### src/rtl/p2s_pkg.sv
// Shared definitions for the serializer and its serial-to-parallel partner stage.
// State encoding, default word width and the bit-counter sizing helper.
package p2s_pkg;

    localparam int P2S_DEFAULT_WIDTH = 4;

    typedef enum logic {
        IDLE  = 1'b0,
        SHIFT = 1'b1
    } p2s_state_t;

    // Width of a counter that must reach w-1; never below one bit.
    function automatic int cnt_width(input int w);
        return (w > 2) ? $clog2(w) : 1;
    endfunction

endpackage

### src/rtl/p2s_bitcnt.sv
// Bit-index counter: holds when not advancing, clears on load, wraps after WIDTH-1.
// Zero latency on o_last; no backpressure of its own.
module p2s_bitcnt import p2s_pkg::*; #(
    parameter int WIDTH = P2S_DEFAULT_WIDTH,
    localparam int CW   = cnt_width(WIDTH)
) (
    input  logic clk,
    input  logic rst,
    input  logic i_clr,
    input  logic i_adv,
    output logic o_last
);

    localparam logic [CW-1:0] LAST_IDX = CW'(WIDTH - 1);

    logic [CW-1:0] r_idx;

    assign o_last = (r_idx == LAST_IDX);

    always_ff @(posedge clk or posedge rst) begin
        if (rst) begin
            r_idx <= '0;
        end else if (i_clr) begin
            r_idx <= '0;
        end else if (i_adv) begin
            r_idx <= o_last ? '0 : r_idx + 1'b1;
        end
    end

endmodule

### src/rtl/p2s.sv
// Parallel-to-serial shifter: one word in via din_valid/din_ready, one bit out per enabled cycle.
// First bit one cycle after acceptance; din_ready only in IDLE or on the last enabled bit, else upstream stalls.
module p2s import p2s_pkg::*; #(
    parameter int WIDTH     = P2S_DEFAULT_WIDTH,
    parameter bit MSB_FIRST = 1'b1
) (
    input  logic             clk,
    input  logic             reset,
    input  logic [WIDTH-1:0] din,
    input  logic             din_valid,
    output logic             din_ready,
    input  logic             en,
    output logic             sout,
    output logic             sout_vld,
    output logic             done
);

    p2s_state_t       r_state;
    logic [WIDTH-1:0] r_word;
    logic             r_sout;
    logic             r_sout_vld;
    logic             r_done;

    logic             w_last;
    logic             w_adv;
    logic             w_ready;
    logic             w_accept;
    logic             w_first;
    logic             w_next;
    logic [WIDTH-1:0] w_shifted;

    assign w_adv     = (r_state == SHIFT) && en;
    assign w_ready   = !reset && ((r_state == IDLE) || (w_adv && w_last));
    assign w_accept  = din_valid && w_ready;

    // r_word is kept aligned so the bit after the one on sout always sits next to the head.
    assign w_first   = MSB_FIRST ? din[WIDTH-1]    : din[0];
    assign w_next    = MSB_FIRST ? r_word[WIDTH-2] : r_word[1];
    assign w_shifted = MSB_FIRST ? (r_word << 1)   : (r_word >> 1);

    p2s_bitcnt #(
        .WIDTH (WIDTH)
    ) u_bitcnt (
        .clk    (clk),
        .rst    (reset),
        .i_clr  (w_accept),
        .i_adv  (w_adv),
        .o_last (w_last)
    );

    always_ff @(posedge clk or posedge reset) begin
        if (reset) begin
            r_state    <= IDLE;
            r_word     <= '0;
            r_sout     <= 1'b0;
            r_sout_vld <= 1'b0;
            r_done     <= 1'b0;
        end else begin
            r_done <= w_adv && w_last;
            case (r_state)
                IDLE: begin
                    if (w_accept) begin
                        r_state    <= SHIFT;
                        r_word     <= din;
                        r_sout     <= w_first;
                        r_sout_vld <= 1'b1;
                    end
                end
                SHIFT: begin
                    if (en) begin
                        if (!w_last) begin
                            r_word <= w_shifted;
                            r_sout <= w_next;
                        end else if (w_accept) begin
                            r_word <= din;
                            r_sout <= w_first;
                        end else begin
                            r_state    <= IDLE;
                            r_word     <= '0;
                            r_sout     <= 1'b0;
                            r_sout_vld <= 1'b0;
                        end
                    end
                end
            endcase
        end
    end

    assign din_ready = w_ready;
    assign sout      = r_sout;
    assign sout_vld  = r_sout_vld;
    assign done      = r_done;

endmodule

### config.mk
export PLATFORM = sky130hd
export DESIGN_NAME = p2s
export DESIGN_NICKNAME = d
export VERILOG_FILES = /design/src/rtl/p2s_pkg.sv /design/src/rtl/p2s_bitcnt.sv /design/src/rtl/p2s.sv
export SDC_FILE = /design/constraint.sdc
export NUM_CORES = 1
export LEC_CHECK = 0
export CORE_AREA = 4 4 41 43
export CTS_CLUSTER_SIZE = 14
export DETAILED_ROUTE_END_ITERATION = 10
export DIE_AREA = 0 0 45 47
export GPL_ROUTABILITY_DRIVEN = 0
export MAX_ROUTING_LAYER = met4
export PLACE_DENSITY_LB_ADDON = 0.15
export SLEW_MARGIN = 15
export SYNTH_ARGS = -nofsm -noshare
export SYNTH_HDL_FRONTEND = slang
export SYNTH_SLANG_ARGS = --single-unit
export TNS_END_PERCENT = 20
### constraint.sdc
create_clock -name clk -period 1.3 [get_ports clk]
set_clock_uncertainty 0.1 [all_clocks]
set_input_delay 0.195 -clock clk [delete_from_list [all_inputs] [get_ports clk]]
set_output_delay 0.195 -clock clk [all_outputs]
set_load 0.005 [all_outputs]
# ---- Yosys cells after proc, flatten, opt, wreduce, memory -nomap -nowiden
# Cells that the tools add are included.
dict set report classes {
  addsub 1
  n_eq_ne 5
  mux 22
  bitwise_logic 1
  reduce_logical 9
}
# cell count
set op_table {}
lappend op_table {{$mux W3} 4}
lappend op_table {{$mux W1} 11}
lappend op_table {{$mux W2} 3}
lappend op_table {{$pmux W1 S2} 3}
lappend op_table {{$pmux W3 S2} 1}
lappend op_table {{$logic_and A1 B1 Y1} 4}
lappend op_table {{$ne A2 B1 Y1 const B} 2}
lappend op_table {{$ne A2 B2 Y1 const B} 2}
lappend op_table {{$reduce_and A4 Y1} 1}
lappend op_table {{$add A2 B1 Y2 const B} 1}
lappend op_table {{$eq A2 B2 Y1 const B} 1}
lappend op_table {{$reduce_and A2 Y1} 1}
lappend op_table {{$reduce_bool A2 Y1} 1}
lappend op_table {{$logic_not A1 Y1} 1}
lappend op_table {{$logic_or A1 B1 Y1} 1}
lappend op_table {{$not A1 Y1} 1}
dict set report totals {
  reg_bits 9
  in_bits 8
  out_inout_bits 4
  word_cells 44
}

# ---- Logic depth before layout (Yosys ltp)
dict set report logic_depth {
  word_depth 9
  mapped_depth 4
  mapped_depth_nobuf 4
}

# ---- By module
# From an unflattened synthesis, not the netlist that was laid out.
dict set report hier_totals {
  hier_cells 45
  area_unflattened_um2 461.7
}
# mod n_inst cells_per_inst area_per_inst_um2
set by_module_without_submodules {}
lappend by_module_without_submodules {p2s 1 36 357.8}
lappend by_module_without_submodules {p2s_bitcnt 1 9 103.8}

# ---- Worst setup path before layout
# Ideal clock, no wire load.
dict set report synth_path {
  kind {reg2reg}
  from {reg u_bitcnt.r_idx[0]}
  to {reg r_sout (netlist: sout)}
  setup_time_ns 0.126
  arrival_ns 1.191
  required_time_ns 1.074
  slack_ns -0.117
  path_stages_with_launch 5
  n_path_buf 0
  synth_period_minus_slack_ns 1.417
  cell_sequence {dfrtp_1 > ha_1 > nand2_1 > a21oi_4 > a221o_1}
}
dict set report synth_between {
  elab_chain_len 9
}
# element line_no
set synth_rtl {}
lappend synth_rtl {{from (decl)} p2s_bitcnt.sv:16} ;# logic [CW-1:0] r_idx;
lappend synth_rtl {{from (signal assigned)} p2s_bitcnt.sv:26} ;# r_idx <= o_last ? '0 : r_idx + 1'b1;
lappend synth_rtl {{$eq A2 B2 Y1 (*)} p2s_bitcnt.sv:18} ;# assign o_last = (r_idx == LAST_IDX);
lappend synth_rtl {{$logic_and A1 B1 Y1} p2s.sv:33} ;# assign w_ready = !reset && ((r_state == IDLE) || (w_adv && w_last));
lappend synth_rtl {{$logic_or A1 B1 Y1} p2s.sv:33}
lappend synth_rtl {{$logic_and A1 B1 Y1} p2s.sv:33}
lappend synth_rtl {{$logic_and A1 B1 Y1} p2s.sv:34} ;# assign w_accept = din_valid && w_ready;
lappend synth_rtl {{$mux W1} p2s.sv:74} ;# end else if (w_accept) begin
lappend synth_rtl {{$mux W1} p2s.sv:71} ;# if (!w_last) begin
lappend synth_rtl {{$mux W1} p2s.sv:70} ;# if (en) begin
lappend synth_rtl {{$pmux W1 S2} p2s.sv:60} ;# case (r_state)
lappend synth_rtl {{to (signal assigned)} p2s.sv:65} ;# r_sout <= w_first;
lappend synth_rtl {{to (signal assigned)} p2s.sv:73} ;# r_sout <= w_next;
lappend synth_rtl {{to (signal assigned)} p2s.sv:76} ;# r_sout <= w_first;
lappend synth_rtl {{to (decl)} p2s.sv:20} ;# logic r_sout;
# Mark *: on every way between the ends. The rest lies on a longest branch, timed or not. The select of a mux whose other input is x is not followed.
# A chain may end at the register's enable or synchronous reset.

# ---- Worst setup path in the final report
dict set report layout_path {
  from {reg u_bitcnt.r_idx[1]}
  to {reg r_word[1]}
}
dict set report layout_between {
  elab_chain_len 9
}
# element line_no
set layout_rtl {}
lappend layout_rtl {{$eq A2 B2 Y1 (*)} p2s_bitcnt.sv:18}
lappend layout_rtl {{$logic_and A1 B1 Y1} p2s.sv:33}
lappend layout_rtl {{$logic_or A1 B1 Y1} p2s.sv:33}
lappend layout_rtl {{$logic_and A1 B1 Y1} p2s.sv:33}
lappend layout_rtl {{$logic_and A1 B1 Y1} p2s.sv:34}
lappend layout_rtl {{$mux W3} p2s.sv:74}
lappend layout_rtl {{$mux W3} p2s.sv:71}
lappend layout_rtl {{$mux W3} p2s.sv:70}
lappend layout_rtl {{$pmux W3 S2} p2s.sv:60}
lappend layout_rtl {{to (signal assigned)} p2s.sv:64} ;# r_word <= din;
lappend layout_rtl {{to (signal assigned)} p2s.sv:72} ;# r_word <= w_shifted;
lappend layout_rtl {{to (signal assigned)} p2s.sv:75} ;# r_word <= din;
lappend layout_rtl {{to (decl)} p2s.sv:19} ;# logic [WIDTH-1:0] r_word;
# Marks and branches as above.

==> impl_results.md <==
- Average vias per placed instance: 5.247
- CP Launch Type: flip-flop
- Max-Cap Viols: 0
- Cell Rows: 13
- Netlist cell types: 20
- Post-route setup TNS: -408.9 ps
- Peak VDD IR: 0.0008449 V
- Leak Pwr: between 0.3 and 0.4 nW
- Count leader, synth: dfrtp_1
- Sequential fraction of the synthesis area: 0.5128
- Crit path cell chain: ha_4, nand2_4, buf_4, a21oi_4, a221o_1
- Worst Hold Class: primary input to asynchronous set/reset pin
- Syn Inst Count: 38
- Vias in the first global route: between 300 and 400
- Area growth syn-to-layout: 47.58%
- Synth Flop Type: dfrtp_1
- Period minus WS final: 1387 ps
- Syn Nets: 47
- Num CTS Buffers: 3
- Number of nets with antenna violations after routing: 0
- Final Instance Area: 648.1 µm²
- Post-CTS Setup Inserts: 0
- Maximum clock insertion buffer count: 2
- Fmax: roughly 720 MHz
- # DRC: 0
- First-pass DRT Iterations: 4
- Core area: 1301 µm²
- Post-synth EDFFs: 0
- TritonCTS clock tree: yes
- # clock sinks: 9
- Synthesized cell area: ~440 µm²
- Synth top area share: 0.5128
- Flops & latches, synth: 9
- DP HPWL: 746 µm
- Hold Fails Final Rpt: 0
- Post-Place Cells: 69
- Final slew viol count: 0
- DR iter-0 viols: 6
- I/O Buffers: 11
- Syn Area/Cell: 11.56 µm²
- PD cells: 1747 nW/µm²
- Largest net degree at the start of global routing: 10
- Post-route setup slack: -87.01 ps
- Crit path required time: 1340 ps
- Worst-Skew Late Latency: 260 ps
- DP Area: 611.8 µm²
- Area contributors post-synth: dfrtp_1 51%, a221o_1 6.8%, nor3b_1 5.1%
- Ant. Diodes: 0
- R2R depth: 5
- Slowest cell on the critical path: dfrtp_1
- GR Util All Layers: 0.1131
- CP max stage delay: 410 ps
- Drt wl/cell: around 13 µm
- Post-synth top area cell: dfrtp_1
- Via Count: between 300 and 400
- Top cells by count, synth: 9 x dfrtp_1, 5 x nand2_1, 3 x a21oi_1, 3 x a221o_1, 3 x nor3b_1
- Nets: 68
- Yosys warns: 0
- Initial antenna violation count: 0
- Ratio of cells with drive above 1 in the final layout: 0.3276
- Initial core utilization: 0.3375
- Failing checks: negative setup slack
- Die height: ~47 µm
- Count of final setup violators: 5
- Fillers: 123
- Ys async rst share: 1.000
- Crit. End Element: flip-flop
- Worst slew pin tran: 357.1 ps
- H-tree levels: 1
- Max_slew headroom: 0.7617
- Status: complete, but fails checks
- Overflow after GRT: 0
- Crit path kind: flip-flop to flip-flop
- Overall Power: 1.132 mW
- Crit path arrival time: 1430 ps
- Reg-to-reg startpoint: u_bitcnt.r_idx[1]$_DFFE_PP0P_
- Die Wd: 45 µm
- Clock Pin Slew Worst Setup and Hold Paths: around 60 ps
- CTS Root Buffer Type: clkbuf_4
- Layout Cells excl Fill: 73
- Die area: 2115 µm²
- First-pass GRT wire length: 1600 µm
- Io pins: 12
- Final Cycle Share: 1.067
- Final Routed Wirelength: 977 µm
- RR Endpoint: r_word[1]$_DFFE_PP0P_
- Unrepaired setup endpoints after global routing: yes
- CP max FO: 6
- R2r setup slk: -90 ps
## how the worst max path moves through the flow
| stage | slack (ps) | start | to |
|---|---|---|---|
| final | -90 | u_bitcnt.r_idx[1]$_DFFE_PP0P_ | r_word[1]$_DFFE_PP0P_ |
| after floorplan | 4 | u_bitcnt.r_idx[0]$_DFFE_PP0P_ | sout$_DFFE_PP0P_ |
| after detailed placement | -430 | en | din_ready |
| after global routing | -140 | u_bitcnt.r_idx[1]$_DFFE_PP0P_ | u_bitcnt.r_idx[0]$_DFFE_PP0P_ |
| after global placement | -420 | en | din_ready |
| after CTS | -130 | u_bitcnt.r_idx[1]$_DFFE_PP0P_ | din_ready |
## sequential cells by signal (all words and copies together) (netlist names)
register and count:
r_state 1, sout 1, r_word 3, u_bitcnt.r_idx 2, done 1, sout_vld 1
## metrics by stage
stage | hold WS, ps | setup slack (ps) | utilization
after floorplan | -77.08 | 4.166 | -
after detailed placement | 391.1 | -427.6 | 0.4702
final | 212.4 | -87.01 | 0.4981
after CTS | 210.0 | -129.4 | 0.4913
after global placement | 379.0 | -421.9 | 0.4702
after global routing | 248.9 | -136.8 | 0.4981
## worst max-delay path: cells and delay by family (launching register included)
family	cells	cell delay (ps)
buffers and inverters	1	130
adder cells (fa/ha/maj)	1	180
AO/OA/AOI/OAI	2	390
flip-flops	1	410
AND/OR/NAND/NOR	1	50
## layer usage
layer | wire, µm | GRT usage
met5 | 0 | -
met4 | 10 | 0.07018
met3 | 93 | 0.03448
met2 | 490 | 0.1751
met1 | 383 | 0.1271
## power breakdown
| group | leakage, nW | internal (mW) | total (mW) | switching [mW] |
|---|---|---|---|---|
| clock network | 0.0150 | 0.118 | 0.217 | 0.0984 |
| logic | 0.174 | 0.265 | 0.479 | 0.214 |
| registers | 0.116 | 0.372 | 0.437 | 0.0649 |
## area by class of cell
type | count | area [µm²] | share of cell area
inverters | 1 | 3.754 | 0.005792
clock buffers | 4 | 26.28 | 0.04054
repair buffers | 17 | 146.4 | 0.2259
multi-input cells | 27 | 227.7 | 0.3514
well taps | 15 | 18.77 | 0.02896
flip-flops and latches | 9 | 225.2 | 0.3475
## layout by cell type, fill, tap and decap left out
master,instances
o21ai_0,1
buf_4,6
clkbuf_1,1
nor3b_1,3
nand2_4,2
clkbuf_4,3
a221o_1,3
nand2b_4,1
nor2_1,1
dlygate4sd2_1,3
a21oi_4,1
clkdlybuf4s50_1,7
inv_1,1
dfrtp_1,9
a21oi_1,2
nand2_1,4
a21oi_2,2
and3_2,1
buf_2,1
o21a_1,1
or3_4,1
nand3_1,1
ha_4,1
nor2b_1,1
a22o_1,1
## cell families (layout without fill, tap and decap cells)
group           after synthesis  in the layout  synth area share
fa+ha+maj                     1              1           0.02849
compound gates               11             11            0.2080
buf+inv                       2             22           0.03418
flops                         9              9            0.5128
simple gates                 15             15            0.2165
## timing repair
item	CTS	global route
hold buffers	0	0
pin swaps	4	5
gates resized for setup	8	2
endpoints found under the setup margin	9	7
endpoints found under the hold margin	0	0
Note: power is estimated with default switching activity, not from simulation.
